[src/rtl/p4_router_pkg.sv]
// Shared p4_router definitions: queue geometry and dequeue scheduler states.
package p4_router_pkg;

    localparam int NUM_QUEUES_PER_EGR_PORT = 8;

    typedef enum logic [1:0] {
        IDLE = 2'd0,
        REQ  = 2'd1,
        WAIT = 2'd2
    } sched_state_t;

endpackage

[src/rtl/p4_router_rr_arbiter.sv]
// Rotating-priority picker: first requester strictly after ptr, with wrap.
module p4_router_rr_arbiter #(
    parameter int N = 4,
    localparam int IDX_W = (N > 1) ? $clog2(N) : 1
) (
    input  logic [N-1:0]     req,
    input  logic [IDX_W-1:0] ptr,
    output logic [N-1:0]     gnt,
    output logic [IDX_W-1:0] idx,
    output logic             any
);

    int c;

    always_comb begin
        gnt = '0;
        idx = '0;
        any = 1'b0;
        c   = 0;
        for (int i = 1; i <= N; i++) begin
            c = int'(ptr) + i;
            if (c >= N) c = c - N;
            if (!any && req[c]) begin
                any    = 1'b1;
                gnt[c] = 1'b1;
                idx    = IDX_W'(c);
            end
        end
    end

endmodule

[src/rtl/p4_router_dequeue_scheduler.sv]
// Picks the next queue to dequeue: round-robin over egress ports,
// strict priority over queues within the chosen port; one packet in flight.
module p4_router_dequeue_scheduler #(
    parameter int NUM_EGR_PORTS           = 4,
    parameter int NUM_QUEUES_PER_EGR_PORT = p4_router_pkg::NUM_QUEUES_PER_EGR_PORT,
    parameter int WAIT_TIMEOUT_CYCLES     = 4096,
    localparam int NUM_QUEUES = NUM_EGR_PORTS * NUM_QUEUES_PER_EGR_PORT,
    localparam int QID_W      = (NUM_QUEUES > 1) ? $clog2(NUM_QUEUES) : 1
) (
    input  logic                     clk,
    input  logic                     aresetn,
    input  logic                     sched_enable,
    input  logic [NUM_QUEUES-1:0]    queue_enable,
    input  logic [NUM_QUEUES-1:0]    queue_nonempty,
    input  logic [NUM_EGR_PORTS-1:0] egr_buf_ready,
    output logic                     deq_req_valid,
    input  logic                     deq_req_ready,
    output logic [QID_W-1:0]         deq_req_qid,
    input  logic                     deq_done,
    output logic                     sched_busy,
    output logic                     timeout_err,
    output logic                     protocol_err
);

    import p4_router_pkg::sched_state_t;
    import p4_router_pkg::IDLE;
    import p4_router_pkg::REQ;
    import p4_router_pkg::WAIT;

    localparam int Q      = NUM_QUEUES_PER_EGR_PORT;
    localparam int PORT_W = (NUM_EGR_PORTS > 1) ? $clog2(NUM_EGR_PORTS) : 1;
    localparam int PRIO_W = (Q > 1) ? $clog2(Q) : 1;
    localparam int WD_W   = $clog2(WAIT_TIMEOUT_CYCLES + 1);

    sched_state_t state_q, state_d;
    logic              valid_q, valid_d;
    logic [QID_W-1:0]  qid_q, qid_d;
    logic [PORT_W-1:0] port_q, port_d;
    logic [PORT_W-1:0] rr_ptr_q, rr_ptr_d;
    logic [WD_W-1:0]   wd_q, wd_d;
    logic              timeout_q, timeout_d;
    logic              proto_q, proto_d;

    logic [NUM_QUEUES-1:0]    avail;
    logic [NUM_EGR_PORTS-1:0] port_elig;
    logic [NUM_EGR_PORTS-1:0] port_gnt;
    logic [PORT_W-1:0]        sel_port;
    logic                     any_elig;
    logic [Q-1:0]             sel_slice;
    logic [PRIO_W-1:0]        sel_prio;
    logic [QID_W-1:0]         sel_qid;

    assign avail = queue_nonempty & queue_enable;

    always_comb begin
        port_elig = '0;
        for (int p = 0; p < NUM_EGR_PORTS; p++) begin
            port_elig[p] = egr_buf_ready[p] && (|avail[p*Q +: Q]);
        end
    end

    p4_router_rr_arbiter #(.N(NUM_EGR_PORTS)) u_port_arb (
        .req (port_elig),
        .ptr (rr_ptr_q),
        .gnt (port_gnt),
        .idx (sel_port),
        .any (any_elig)
    );

    // One-hot mux of the granted port's queues, then lowest index wins.
    always_comb begin
        sel_slice = '0;
        for (int p = 0; p < NUM_EGR_PORTS; p++) begin
            if (port_gnt[p]) sel_slice = sel_slice | avail[p*Q +: Q];
        end
        sel_prio = '0;
        for (int q = Q - 1; q >= 0; q--) begin
            if (sel_slice[q]) sel_prio = PRIO_W'(q);
        end
        sel_qid = QID_W'(int'(sel_port) * Q + int'(sel_prio));
    end

    always_comb begin
        state_d   = state_q;
        valid_d   = valid_q;
        qid_d     = qid_q;
        port_d    = port_q;
        rr_ptr_d  = rr_ptr_q;
        wd_d      = wd_q;
        timeout_d = 1'b0;
        proto_d   = deq_done && (state_q != WAIT);
        unique case (state_q)
            IDLE: begin
                if (sched_enable && any_elig) begin
                    qid_d   = sel_qid;
                    port_d  = sel_port;
                    valid_d = 1'b1;
                    state_d = REQ;
                end
            end
            REQ: begin
                if (deq_req_ready) begin
                    valid_d  = 1'b0;
                    rr_ptr_d = port_q;
                    wd_d     = '0;
                    state_d  = WAIT;
                end
            end
            WAIT: begin
                wd_d = wd_q + WD_W'(1);
                if (deq_done) begin
                    state_d = IDLE;
                end else if (wd_q == WD_W'(WAIT_TIMEOUT_CYCLES - 1)) begin
                    timeout_d = 1'b1;
                    state_d   = IDLE;
                end
            end
            default: begin
                valid_d = 1'b0;
                state_d = IDLE;
            end
        endcase
    end

    always_ff @(posedge clk or negedge aresetn) begin
        if (!aresetn) begin
            state_q   <= IDLE;
            valid_q   <= 1'b0;
            qid_q     <= '0;
            port_q    <= '0;
            rr_ptr_q  <= PORT_W'(NUM_EGR_PORTS - 1);
            wd_q      <= '0;
            timeout_q <= 1'b0;
            proto_q   <= 1'b0;
        end else begin
            state_q   <= state_d;
            valid_q   <= valid_d;
            qid_q     <= qid_d;
            port_q    <= port_d;
            rr_ptr_q  <= rr_ptr_d;
            wd_q      <= wd_d;
            timeout_q <= timeout_d;
            proto_q   <= proto_d;
        end
    end

    assign deq_req_valid = valid_q;
    assign deq_req_qid   = qid_q;
    assign sched_busy    = (state_q != IDLE);
    assign timeout_err   = timeout_q;
    assign protocol_err  = proto_q;

endmodule
[config.mk]
export PLATFORM = sky130hd
export DESIGN_NAME = p4_router_dequeue_scheduler
export DESIGN_NICKNAME = d
export VERILOG_FILES = /design/src/rtl/p4_router_pkg.sv /design/src/rtl/p4_router_rr_arbiter.sv /design/src/rtl/p4_router_dequeue_scheduler.sv
export SDC_FILE = /design/constraint.sdc
export NUM_CORES = 1
export LEC_CHECK = 0
export BUFFER_PORTS_ARGS = -buffer_cell sky130_fd_sc_hd__buf_2
export CAP_MARGIN = 20
export CORE_MARGIN = 1
export CORE_UTILIZATION = 30
export CTS_CLUSTER_DIAMETER = 30
export DETAILED_ROUTE_END_ITERATION = 10
export HOLD_SLACK_MARGIN = 0.03
export PLACE_DENSITY = 0.64
export RECOVER_POWER = 100
export REMOVE_ABC_BUFFERS = 1
export SYNTH_ARGS = -nofsm -noshare
export SYNTH_HDL_FRONTEND = slang
export SYNTH_HIERARCHICAL = 1
export SYNTH_SLANG_ARGS = --single-unit
[constraint.sdc]
create_clock -name clk -period 4 [get_ports clk]
set_input_delay 0.4 -clock clk [delete_from_list [all_inputs] [get_ports clk]]
set_output_delay 0.4 -clock clk [all_outputs]
set_load 0.01 [all_outputs]
### After elaboration in Yosys (flattened, before gate mapping)

Cells that the tools add are included.

| word-level totals | value |
|---|---|
| output and inout port bits | 9 |
| flip-flop bits (word level) | 27 |
| input port bits | 73 |

| cells by class | value |
|---|---|
| equality and inequality tests | 7 |
| add/sub/neg operators | 10 |
| bitwise gates (word level) | 8 |
| mux-type cells | 61 |
| order comparisons | 12 |
| reduce and logical (&&, ||, !) cells | 28 |

Operators by type and width:

| cell | count |
|---|---|
| 32-bit by 1-bit greater-or-equal comparator with 1-bit output, second input constant | 4 |
| 32-bit by 4-bit greater-or-equal comparator with 1-bit output, second input constant | 4 |
| 32-bit by 4-bit < comparator with 1-bit output, second input constant | 4 |
| 32-bit 2-to-1 mux | 4 |
| 32-bit by 4-bit subtractor with 32-bit output, second input constant | 4 |
| 32-bit AND | 1 |
| 8-bit 2-to-1 mux | 4 |
| 8-bit OR reduction | 4 |
| 13-bit case mux with 2 select lines | 1 |
| 3-bit 2-to-1 mux | 8 |
| 8-bit bitwise OR | 3 |
| 1-bit 2-to-1 mux | 21 |
| 2-bit 2-to-1 mux | 8 |
| 4-bit 2-to-1 mux | 4 |
| 13-bit by 1-bit adder with 13-bit output, second input constant | 1 |
| 13-bit by 12-bit == test with 1-bit output, second input constant | 1 |
| 1-bit logical AND | 13 |
| 13-bit 2-to-1 mux | 1 |
| 4-bit bitwise OR | 3 |
| 1-bit binary-select mux with 2-bit select | 4 |
| 1-bit demux with 2-bit select | 4 |
| 2-bit by 2-bit adder with 3-bit output, second input constant | 2 |
| 2-bit inequality test, second input constant | 3 |
| 2-bit case mux with 3 select lines | 1 |
| other kinds (13) | 19 |

### Depth between registers and ports, before layout

Gate-level depths: netlist (run 1).

| depth | value |
|---|---|
| depth in word-level cells | 32 |
| mapped depth | 15 |
| mapped depth without buffers | 12 |

### Modules after synthesis

The synthesis (run 1) kept the hierarchy.

By module, submodules not included:

| module | area each (um^2) | cells an instance | instances |
|---|---|---|---|
| p4_router_dequeue_scheduler | 1,540.2 | 178 | 1 |
| p4_router_rr_arbiter | 636.9 | 80 | 1 |

### Worst setup path after synthesis (run 1)

OpenSTA, ideal clock, no wires.

| path | value |
|---|---|
| path kind | register -> register |
| start | reg rr_ptr_q[0] |
| end | reg qid_q[0] (netlist: deq_req_qid[0]) |
| arrival | 3,987 ps |
| stages on the path, launching flop included | 16 |
| setup slack | -113 ps |
| clock period less this slack | 4,113 ps |
| buffers on the path | 4 |
| cell sequence | dfstp_2 > clkbuf_1 > clkbuf_1 > inv_1 > ha_1 > buf_6 > mux4_2 > or2_1 > nor3b_1 > o2bb2ai_1 > clkbuf_2 > nand3_1 > and4_1 > a21oi_1 > o21bai_1 > a221o_1 |

| on the way | value |
|---|---|
| elaborated cells on any way between the ends | 83 |

RTL lines:

| item | line | RTL |
|---|---|---|
| from (decl) | p4_router_dequeue_scheduler.sv:39 | `logic [PORT_W-1:0] rr_ptr_q, rr_ptr_d;` |
| from (signal assigned) | p4_router_dequeue_scheduler.sv:131 | `rr_ptr_q <= PORT_W'(NUM_EGR_PORTS - 1);` |
| from (signal assigned) | p4_router_dequeue_scheduler.sv:140 | `rr_ptr_q <= rr_ptr_d;` |
| parallel branches: the longest is 15 deep, another holds 32-bit by 4-bit subtractor with 32-bit output | n/a |  |
| 4-bit 2-to-1 mux (*) | p4_router_rr_arbiter.sv:23 | `if (!any && req[c]) begin` |
| via port_gnt[1] | p4_router_dequeue_scheduler.sv:46 | `logic [NUM_EGR_PORTS-1:0] port_gnt;` |
| 8-bit 2-to-1 mux (*) | p4_router_dequeue_scheduler.sv:74 | `if (port_gnt[p]) sel_slice = sel_slice \| avail[p*Q +: Q];` |
| 8-bit bitwise OR | p4_router_dequeue_scheduler.sv:74 |  |
| 8-bit 2-to-1 mux (*) | p4_router_dequeue_scheduler.sv:74 |  |
| 8-bit bitwise OR | p4_router_dequeue_scheduler.sv:74 |  |
| 8-bit 2-to-1 mux (*) | p4_router_dequeue_scheduler.sv:74 |  |
| 3-bit 2-to-1 mux (7 in a row) | p4_router_dequeue_scheduler.sv:78 | `if (sel_slice[q]) sel_prio = PRIO_W'(q);` |
| 3-bit 2-to-1 mux (*) | p4_router_dequeue_scheduler.sv:78 |  |
| 5-bit by 3-bit adder with 5-bit output (*) | p4_router_dequeue_scheduler.sv:80 | `sel_qid = QID_W'(int'(sel_port) * Q + int'(sel_prio));` |
| to (signal assigned) | p4_router_dequeue_scheduler.sv:138 | `qid_q <= qid_d;` |
| to (decl) | p4_router_dequeue_scheduler.sv:37 | `logic [QID_W-1:0] qid_q, qid_d;` |

Mark *: on every way through the listed nets, which the timed path passes. The select of a mux whose other input is x is not followed.
A chain may end at the register's enable or synchronous reset.

### Final worst setup path (run 1)

| path | value |
|---|---|
| start | in queue_nonempty[19] |
| end | reg qid_q[0] (netlist: deq_req_qid[0]) |

| on the way | value |
|---|---|
| elaborated cells on any way between the ends | 50 |

RTL lines:

| item | line | RTL |
|---|---|---|
| from (decl) | p4_router_dequeue_scheduler.sv:14 | `input logic [NUM_QUEUES-1:0] queue_nonempty,` |
| 32-bit AND (*) | p4_router_dequeue_scheduler.sv:53 | `assign avail = queue_nonempty & queue_enable;` |
| 8-bit OR reduction (*) | p4_router_dequeue_scheduler.sv:58 | `port_elig[p] = egr_buf_ready[p] && (\|avail[p*Q +: Q]);` |
| 1-bit logical AND (*) | p4_router_dequeue_scheduler.sv:58 |  |
| via port_elig[2] | p4_router_dequeue_scheduler.sv:45 | `logic [NUM_EGR_PORTS-1:0] port_elig;` |
| 1-bit binary-select mux with 2-bit select | p4_router_rr_arbiter.sv:23 |  |
| 1-bit 2-to-1 mux (implied by the code) (2 in a row) | p4_router_rr_arbiter.sv:23 |  |
| 1-bit 2-to-1 mux | p4_router_rr_arbiter.sv:23 |  |
| 1-bit logical NOT | p4_router_rr_arbiter.sv:23 |  |
| (+7 left out) | n/a |  |
| 4-bit 2-to-1 mux (*) | p4_router_rr_arbiter.sv:23 |  |
| via port_gnt[2] | p4_router_dequeue_scheduler.sv:46 |  |
| 8-bit 2-to-1 mux (*) | p4_router_dequeue_scheduler.sv:74 |  |
| 8-bit bitwise OR | p4_router_dequeue_scheduler.sv:74 |  |
| 8-bit 2-to-1 mux (*) | p4_router_dequeue_scheduler.sv:74 |  |
| 3-bit 2-to-1 mux (7 in a row) | p4_router_dequeue_scheduler.sv:78 |  |
| 3-bit 2-to-1 mux (*) | p4_router_dequeue_scheduler.sv:78 |  |
| 5-bit by 3-bit adder with 5-bit output (*) | p4_router_dequeue_scheduler.sv:80 |  |

Mark *: on every way through the listed nets, which the timed path passes. The rest lies on a longest branch. The select of a mux whose other input is x is not followed.

==> run_results.csv, run 1 <==
group,metric,value,unit
outcome,status,"finished clean",
clocking,postCtsSetupBuffers,0,
sta,setup_viol,0,
clocking,clk_path_buf_depth,2,
synth,ys_ff_latch,25,
synth,synth_area,2180,um^2
placed_design,portBuffers,81,
routing,wl_per_cell,14.8,um
sta,fin_setup_tns,0,ps
setup_path,path_class,"in2reg",
global_route,grt-ovfl-total,0,
floorplan,die_area,7600,um^2
clocking,tritoncts,"built",
routing,drt_wl_total,6490,um
final_layout,antenna_cells,0,
setup_path,cp_max_fo,9,
setup_path,crit_path_end_kind,"flip-flop",
synth,async_flop_share,100,%
setup_path,path_depth,14,
synth,synthTopCellsByArea,"dfrtp_1 (26%), nand3_1 (9.2%), ha_1 (5.2%)",
global_route,grt_first_pass_wirelength,10600,um
sta,clock.fmax,277,MHz
routing,drc,0,
synth,yosys_warnings,6,
setup_path,start_kind,"primary input",
floorplan,start_util,31.5,%
synth,syn_inst,258,
setup_path,r2r_cells,12,
clocking,ctsResizeCount,0,
sta,slew_violations,0,
clocking,cts_sinks,25,
routing,drtAntennaViolNets,0,
routing,vias,2412,
sta,fin_crit_sh,90.3,%
synth,synth_edf_count,0,
global_route,grt_max_degree,26,
global_route,grt.total_usage,17.7,%
synth,synth.top_cell.area_share,26.4,%
clocking,cts-root-buf,"clkbuf_8",
final_layout,syn2layout_area_growth,26.4,%
setup_path,crit_slowest_cell,"a21boi_0",
floorplan,ioPinCount,82,
placed_design,gp_congestion,0.886,
min_path,whs_path_depth,2,
synth,synth.avg_cell_area,8.44,um^2
setup_path,cp_cell_sequence,"clkbuf_1 -> a22o_1 -> a221oi_1 -> a21boi_0 -> mux2i_1 -> mux2_2 -> a211oi_1 -> o2bb2ai_1 -> clkbuf_1 -> nand3_1 -> nand4_1 -> a21oi_1 -> o21bai_1 -> a221o_1",
run,cap_violations,0,
sta,period_minus_slack,3610,ps
power_and_ir_drop,ir_drop,0.324,mV
final_layout,fillerInstances,738,
final_layout,final_util,39.9,%
routing,first_iter_violations,110,
floorplan,num_rows,30,
setup_path,cp_common_cell,"clkbuf_1",
clocking,hold_buffers,0,
setup_path,cp.required,4160,ps
final_layout,final_nets,424,
setup_path,cp_num_buf_inv,2,
synth,yosysTopAreaCell,"dfrtp_1",
routing,first_pass_iters,4,
sta,relSlewSlack,11.8,%
routing,via_per_inst,5.52,
floorplan,core,6910,um^2
sta,hold_violations,0,
placed_design,pre_cts_ws,191,ps
final_layout,final_layout_size_suffix_gt1_share,27.9,%
sta,rsz0062_at_grt,"false",
synth,synth_common_cells,"nand3_1 (40), nand2_1 (29), dfrtp_1 (23), nand4_1 (12), o22ai_1 (11)",
power_and_ir_drop,leakagePower,0.00122,uW
min_path,hold_class,"in2reg",
setup_path,slowest_delay,780,ps
final_layout,ff_latch_area,628,um^2
setup_path,critPathArrivalTime,3770,ps
sta,worst_slack,386,ps
synth,post-synth-top-count-cell,"nand3_1",
synth,synthFlopType,"dfrtp_1",
final_layout,multi_input_area,1460,um^2
global_route,grt_pass1_vias,2296,
clocking,clkLatencyLatePin,270,ps
placed_design,hpwl,5410,um
power_and_ir_drop,power.density,615,nW/um^2
sta,skew,9.71,ps
floorplan,die_y,87.2,um
setup_path,crit_family,"compound AO/OA/AOI/OAI gates",
sta,worst_pin_slew,1320,ps
clocking,clkSlewWorstSetupHoldPaths,90,ps
global_route,antenna_found_initial,0,
synth,synthDistinctLibCells,48,
clocking,h-tree-depth,1,
synth,synth_seq_area_share,28.9,%
floorplan,fp.dieW,87.2,um
sta,whs,303,ps
clocking,tritoncts.num_buffers,3,
where the power goes:
part	internal (uW)	switching, uW
logic	496	674
clock network	70.6	81.7
registers	318	52.2
cells in the final DEF, fill, tap and decap left out, types with 5 or more instances in the layout:
master and count:
buf_2 71, o22ai_1 11, dfrtp_1 23, a21boi_0 5
mux2i_1 10, clkbuf_1 11, nand3_1 40, a22o_1 9
nor2b_1 5, nand4_1 12, a221oi_1 8, nand2_1 29
nor2_1 10, buf_4 11, ha_1 9, nand2b_1 8
o21ai_0 10
cell type report:
cell class              instances  area share (%)
multi-input cells             215            53.1
well taps                      96            4.36
clock buffers                   3            1.50
repair buffers                 93            17.4
clock inverters                 1           0.273
inverters                       4           0.545
flip-flops and latches         25            22.8
worst register-to-register path, cell delays in order, from the launching register on:
cell and delay, ps:
dfstp_2 540, inv_1 120, ha_1 450, mux4_2 540
or2_0 270, nor3b_1 220, buf_4 170, o2bb2ai_1 260
clkbuf_1 220, nand3_1 100, nand4_1 150, o21bai_1 100
a221o_1 290
state kept, by name, summed over array words and instances (netlist names):
name,flops
wd_q,13
timeout_err,1
deq_req_valid,1
deq_req_qid,5
protocol_err,1
rr_ptr_q,2
state_q,2
cells by family after synthesis:
kind of cell | after synthesis | share of synthesized area (%)
compound gates | 64 | 21.7
fa+ha+maj | 9 | 5.17
buf+inv | 18 | 3.91
flops | 25 | 28.9
mux | 17 | 10.3
simple gates | 125 | 30.1
final timing paths:
path	from	end	slack, ps
max in group asynchronous	aresetn	wd_q[1]	2810
worst max-delay path	queue_nonempty[19]	deq_req_qid[0]	390
worst min-delay path	deq_done	timeout_err	300
min in group asynchronous	aresetn	deq_req_valid	390
worst min register to register	wd_q[6]	wd_q[6]	480
worst max register to register	rr_ptr_q[1]	deq_req_qid[0]	470
per-layer routing:
layer,vias up,part of all wire [%],global-route usage [%]
met5,-,0,0
met4,0,2.9,6.56
met3,14,5.9,2.18
met2,132,46,30.3
met1,1102,45,22.7
li1,1164,-,-
through the flow:
| step | std cells | area, um^2 | power [uW] |
|---|---|---|---|
| 2_1_floorplan | 244 | 2110 | 1140 |
| 3_3_place_gp | 433 | 2720 | 1530 |
| 3_5_place_dp | 433 | 2720 | 1550 |
| 4_1_cts | 437 | 2770 | 1710 |
| 5_1_grt | 437 | 2750 | 1840 |
| 6_report | 437 | 2750 | 1690 |
No activity file was read; power rests on OpenSTA's default activity.
==> run 2: changes to the inputs <==
--- a/config.mk
+++ b/config.mk
@@ -14,7 +14,6 @@
 export HOLD_SLACK_MARGIN = 0.03
 export PLACE_DENSITY = 0.64
 export RECOVER_POWER = 100
-export REMOVE_ABC_BUFFERS = 1
 export SYNTH_ARGS = -nofsm -noshare
 export SYNTH_HDL_FRONTEND = slang
 export SYNTH_HIERARCHICAL = 1
==> run 2 against run 1 <==
Effect of this change:
- die area unchanged
- clock-buffer cell count unchanged
- non-clock buffer count down 1
- largest power group unchanged
- critical endpoint unchanged
==> run_results.csv, run 2 (synthesized netlist as in run 1, its figures left out) <==
group,metric,value,unit
final_layout,final_common_cell,"buf_2",
setup_path,cp_max_fo,8,
floorplan,start_util,31.5,%
routing,drt_wl_total,6200,um
clocking,clk_path_buf_depth,2,
floorplan,die_area,7600,um^2
setup_path,path_class,"in2reg",
setup_path,r2r_slack,450,ps
sta,worst_pin_slew,1320,ps
floorplan,fp.dieW,87.2,um
final_layout,layout_common_cells,"buf_2 (70), nand3_1 (40), nand2_1 (29), dfrtp_1 (23), clkbuf_1 (13)",
final_layout,antenna_cells,0,
routing,vias,2359,
global_route,grt_max_degree,26,
sta,fin_setup_tns,0,ps
clocking,clkSlewWorstSetupHoldPaths,80,ps
routing,drc,0,
final_layout,final_nets,423,
clocking,hold_buffers,0,
synth,syn-num-nets,340,
setup_path,crit_path_end_kind,"flip-flop",
sta,clock.fmax,278,MHz
global_route,antenna_found_initial,0,
routing,drtAntennaViolNets,0,
sta,worst_slack,407,ps
min_path,whs_path_depth,2,
sta,slew_violations,0,
placed_design,pre_cts_ws,236,ps
placed_design,portBuffers,81,
global_route,grt_pass1_vias,2226,
min_path,hold_class,"in2reg",
floorplan,num_rows,30,
global_route,grt.total_usage,17.2,%
global_route,grt-ovfl-total,0,
setup_path,critPathArrivalTime,3750,ps
final_layout,syn2layout_area_growth,25.6,%
global_route,grt_first_pass_wirelength,10600,um
power_and_ir_drop,p_int,848,uW
routing,first_iter_violations,92,
clocking,clkLatencyLatePin,270,ps
power_and_ir_drop,leakagePower,0.00121,uW
setup_path,r2r-end,"deq_req_qid[0]",
setup_path,start_kind,"primary input",
routing,via_per_inst,5.41,
power_and_ir_drop,p_clk_share,8.9,%
setup_path,crit_path_end,"deq_req_qid[0]",
clocking,cts-root-buf,"clkbuf_8",
setup_path,startpoint,"queue_nonempty[19]",
sta,skew,2.44,ps
outcome,status,"finished clean",
clocking,postCtsSetupBuffers,0,
clocking,cts_sinks,25,
power_and_ir_drop,comb_power_share,68.8,%
placed_design,gp_congestion,0.814,
sta,period_minus_slack,3590,ps
clocking,h-tree-depth,1,
setup_path,r2r_cells,12,
routing,first_pass_iters,4,
power_and_ir_drop,ir_drop,0.240,mV
floorplan,ioPinCount,82,
clocking,tritoncts,"built",
run,cap_violations,0,
setup_path,r2r-start,"rr_ptr_q[0]",
floorplan,die_y,87.2,um
power_and_ir_drop,p_sw_share,48.1,%
final_layout,final_layout_size_suffix_gt1_share,27.1,%
power_and_ir_drop,p_sw,786,uW
clocking,tritoncts.num_buffers,3,
sta,rsz0062_at_grt,"false",
sta,hold_violations,0,
sta,fin_crit_sh,89.8,%
sta,relSlewSlack,11.7,%
setup_path,cp.required,4160,ps
power_and_ir_drop,power.density,597,nW/um^2
final_layout,largest_reg_flops,13,
clocking,ctsResizeCount,0,
floorplan,core,6910,um^2
final_layout,largest_register,"wd_q",
power_and_ir_drop,p_seq_share,22.3,%
routing,wl_per_cell,14.2,um
sta,setup_viol,0,
placed_design,hpwl,5050,um
[run 2: cell count changes in the layout (fill, tap and decap cells not counted)]
| cell | change |
|---|---|
| buf_4 | -3 |
| clkinvlp_4 | -1 |
| clkbuf_1 | +2 |
| buf_2 | -1 |
| clkinv_2 | +1 |
| clkbuf_2 | +1 |
[run 2: metrics by stage]
stage / instances / total power, uW / hold slack [ps] / util (%) / area, um^2
after global placement: 432 / 1490 / 421 / 39.3 / 2720
after detailed placement: 432 / 1500 / 421 / 39.3 / 2720
after global routing: 436 / 1790 / 332 / 39.6 / 2740
after CTS: 436 / 1650 / 122 / 40.0 / 2760
after floorplan: 258 / 1210 / 104 / - / 2180
final: 436 / 1630 / 328 / 39.6 / 2740
[run 2: worst min path at each step]
stage,startpoint,to,slack [ps]
2_1_floorplan,aresetn,deq_req_qid[0],100
3_3_place_gp,aresetn,wd_q[6],420
3_5_place_dp,aresetn,wd_q[4],420
4_1_cts,aresetn,wd_q[3],120
5_1_grt,deq_done,timeout_err,330
6_report,deq_done,timeout_err,330
[run 2: critical path, cell delays in order]
cell and delay (ps):
clkbuf_1 90, a22o_1 230, a221oi_1 340, a21boi_0 240
mux4_2 520, or2_0 260, nor3b_1 190, clkbuf_1 200
o2bb2ai_1 350, nand3_1 150, and4_1 250, a21oi_1 150
o21bai_1 70, a221o_1 290
[run 2: cell type report]
type                            count  area, um^2
Fill cell                         719        4170
Timing Repair Buffer               92         464
Clock buffer                        3        41.3
Tap cell                           96         120
Clock inverter                      1        5.00
Sequential cell                    25         628
Inverter                            4        15.0
Multi-Input combinational cell    215        1460
[run 2: per-layer routing]
metal | GRT usage (%) | wire length [um] | vias up | share of wire [%]
met5 | 0 | 0 | - | 0
met4 | 3.28 | 81 | 0 | 1.3
met3 | 1.80 | 231 | 11 | 3.7
met2 | 30.6 | 3080 | 70 | 50
met1 | 22.8 | 2800 | 1117 | 45
li1 | - | - | 1161 | -
[run 2: power by group through the flow]
| stage | clock (uW) | combinational, uW | sequential (uW) |
|---|---|---|---|
| after floorplan | 0 | 825 | 381 |
| after global placement | 0 | 1120 | 368 |
| after detailed placement | 0 | 1130 | 369 |
| after CTS | 152 | 1140 | 365 |
| after global routing | 164 | 1250 | 373 |
| final | 146 | 1120 | 364 |
==> run 3: changes to the inputs <==
--- a/config.mk
+++ b/config.mk
@@ -13,7 +13,6 @@
 export DETAILED_ROUTE_END_ITERATION = 10
 export HOLD_SLACK_MARGIN = 0.03
 export PLACE_DENSITY = 0.64
-export RECOVER_POWER = 100
 export SYNTH_ARGS = -nofsm -noshare
 export SYNTH_HDL_FRONTEND = slang
 export SYNTH_HIERARCHICAL = 1
==> run 3 against run 2 <==
Effect of this change:
- core utilization increased by 0.38 points
- sequential share of layout area shrank 0.22 points
- via count grew 0.47%
- first-iteration DRC count grew 15%
- die area did not move
- worst setup slack improved by 66 ps
- sequential cell count unchanged
- critical endpoint unchanged
- global-route usage stayed put
- largest power group unchanged
- sequential power is essentially flat
- fmax grew 1.9%
==> run_results.csv, run 3 (synthesized netlist as in run 1, its figures left out) <==
group,metric,value,unit
floorplan,start_util,31.5,%
sta,setup_viol,0,
sta,period_minus_slack,3530,ps
global_route,antenna_found_initial,0,
clocking,clk_path_buf_depth,2,
outcome,status,"finished clean",
setup_path,cp.required,4160,ps
sta,rsz0062_at_grt,"false",
setup_path,path_class,"in2reg",
clocking,tritoncts.num_buffers,3,
setup_path,r2r-end,"deq_req_qid[0]",
power_and_ir_drop,p_int,871,uW
routing,wl_per_cell,14.2,um
clocking,postCtsSetupBuffers,0,
sta,worst_pin_slew,678,ps
setup_path,r2r-start,"rr_ptr_q[0]",
power_and_ir_drop,p_clk_share,8.8,%
sta,whs,114,ps
clocking,cts_sinks,25,
power_and_ir_drop,ir_drop,0.250,mV
setup_path,cp_max_fo,8,
setup_path,critPathArrivalTime,3680,ps
final_layout,final_layout_size_suffix_gt1_share,31.2,%
global_route,grt_first_pass_wirelength,10600,um
global_route,grt_max_degree,26,
sta,skew,2.61,ps
global_route,grt_pass1_vias,2226,
run,cap_violations,0,
power_and_ir_drop,p_seq_share,21.9,%
floorplan,ioPinCount,82,
sta,fin_setup_tns,0,ps
floorplan,die_y,87.2,um
floorplan,die_area,7600,um^2
setup_path,startpoint,"queue_nonempty[19]",
clocking,h-tree-depth,1,
routing,first_pass_iters,4,
sta,slew_violations,0,
synth,syn-num-nets,340,
power_and_ir_drop,p_sw_share,47.5,%
clocking,clkSlewWorstSetupHoldPaths,80,ps
setup_path,r2r_slack,530,ps
routing,drt_wl_total,6190,um
power_and_ir_drop,power.density,600,nW/um^2
setup_path,start_kind,"primary input",
setup_path,crit_path_end_kind,"flip-flop",
final_layout,layout_common_cells,"buf_2 (81), nand3_1 (40), nand2_1 (29), dfrtp_1 (23), nand4_1 (12)",
final_layout,largest_register,"wd_q",
power_and_ir_drop,p_sw,787,uW
clocking,clkLatencyLatePin,270,ps
final_layout,final_nets,423,
sta,clock.fmax,284,MHz
sta,hold_violations,0,
global_route,grt.total_usage,17.2,%
min_path,hold_class,"in2async",
floorplan,num_rows,30,
clocking,ctsResizeCount,0,
routing,drtAntennaViolNets,0,
placed_design,gp_congestion,0.814,
sta,relSlewSlack,54.8,%
global_route,grt-ovfl-total,0,
placed_design,hpwl,5050,um
clocking,tritoncts,"built",
routing,drc,0,
routing,vias,2370,
final_layout,largest_reg_flops,13,
setup_path,crit_path_end,"deq_req_qid[0]",
final_layout,final_common_cell,"buf_2",
sta,fin_crit_sh,88.2,%
clocking,hold_buffers,0,
routing,via_per_inst,5.44,
final_layout,syn2layout_area_growth,26.8,%
placed_design,portBuffers,81,
power_and_ir_drop,leakagePower,0.00126,uW
floorplan,core,6910,um^2
final_layout,antenna_cells,0,
clocking,cts-root-buf,"clkbuf_8",
routing,first_iter_violations,106,
power_and_ir_drop,comb_power_share,69.3,%
setup_path,r2r_cells,12,
floorplan,fp.dieW,87.2,um
[run 3: changes by cell type in the layout (fill, tap and decap cells not counted), moves of 2 or more]
cell      delta
or2_0        -2
buf_2       +11
buf_4        +3
clkbuf_1    -13
[run 3: area by class of cell]
type	instances	area, um^2
Inverter	4	15.0
Tap cell	96	120
Timing Repair Buffer	92	488
Sequential cell	25	628
Clock inverter	1	5.00
Fill cell	709	4150
Multi-Input combinational cell	215	1460
Clock buffer	3	41.3
[run 3: worst max-delay path, cell delays in order]
cell and delay, ps:
buf_2 110, a22o_1 220, a221oi_1 340, a21boi_0 240
mux4_2 520, or2_1 260, nor3b_1 190, buf_4 160
o2bb2ai_1 320, nand3_1 150, and4_1 240, a21oi_1 150
o21bai_1 70, a221o_1 290
[run 3: worst min path at each step]
stage / start / slack (ps) / to / cells after the start
4_1_cts: aresetn / 120 / wd_q[3] / 1
5_1_grt: aresetn / 140 / wd_q[5] / 1
6_report: aresetn / 110 / wd_q[4] / 1
2_1_floorplan: aresetn / 100 / deq_req_qid[0] / 0
3_3_place_gp: aresetn / 420 / wd_q[6] / 1
3_5_place_dp: aresetn / 420 / wd_q[4] / 1
[run 3: per-layer routing]
| metal | GRT usage, % | part of all wire [%] | up-vias |
|---|---|---|---|
| met5 | 0 | 0 | - |
| met4 | 3.28 | 1.7 | 0 |
| met3 | 1.80 | 4.7 | 13 |
| met2 | 30.6 | 49 | 79 |
| met1 | 22.8 | 44 | 1118 |
| li1 | - | - | 1160 |
[run 3: metrics by stage]
stage | instance area (um^2) | util, % | total power, uW | instances | setup slack [ps]
final | 2760 | 40.0 | 1660 | 436 | 473
after global placement | 2720 | 39.3 | 1490 | 432 | 317
after CTS | 2760 | 40.0 | 1650 | 436 | 512
after detailed placement | 2720 | 39.3 | 1500 | 432 | 236
after global routing | 2760 | 40.0 | 1810 | 436 | 263
after floorplan | 2180 | - | 1210 | 258 | 22.5
[run 3: power groups by stage]
stage,registers (uW),clock network (uW),logic [uW]
5_1_grt,373,164,1270
3_5_place_dp,369,0,1130
6_report,364,146,1150
3_3_place_gp,368,0,1120
2_1_floorplan,381,0,825
4_1_cts,365,152,1140
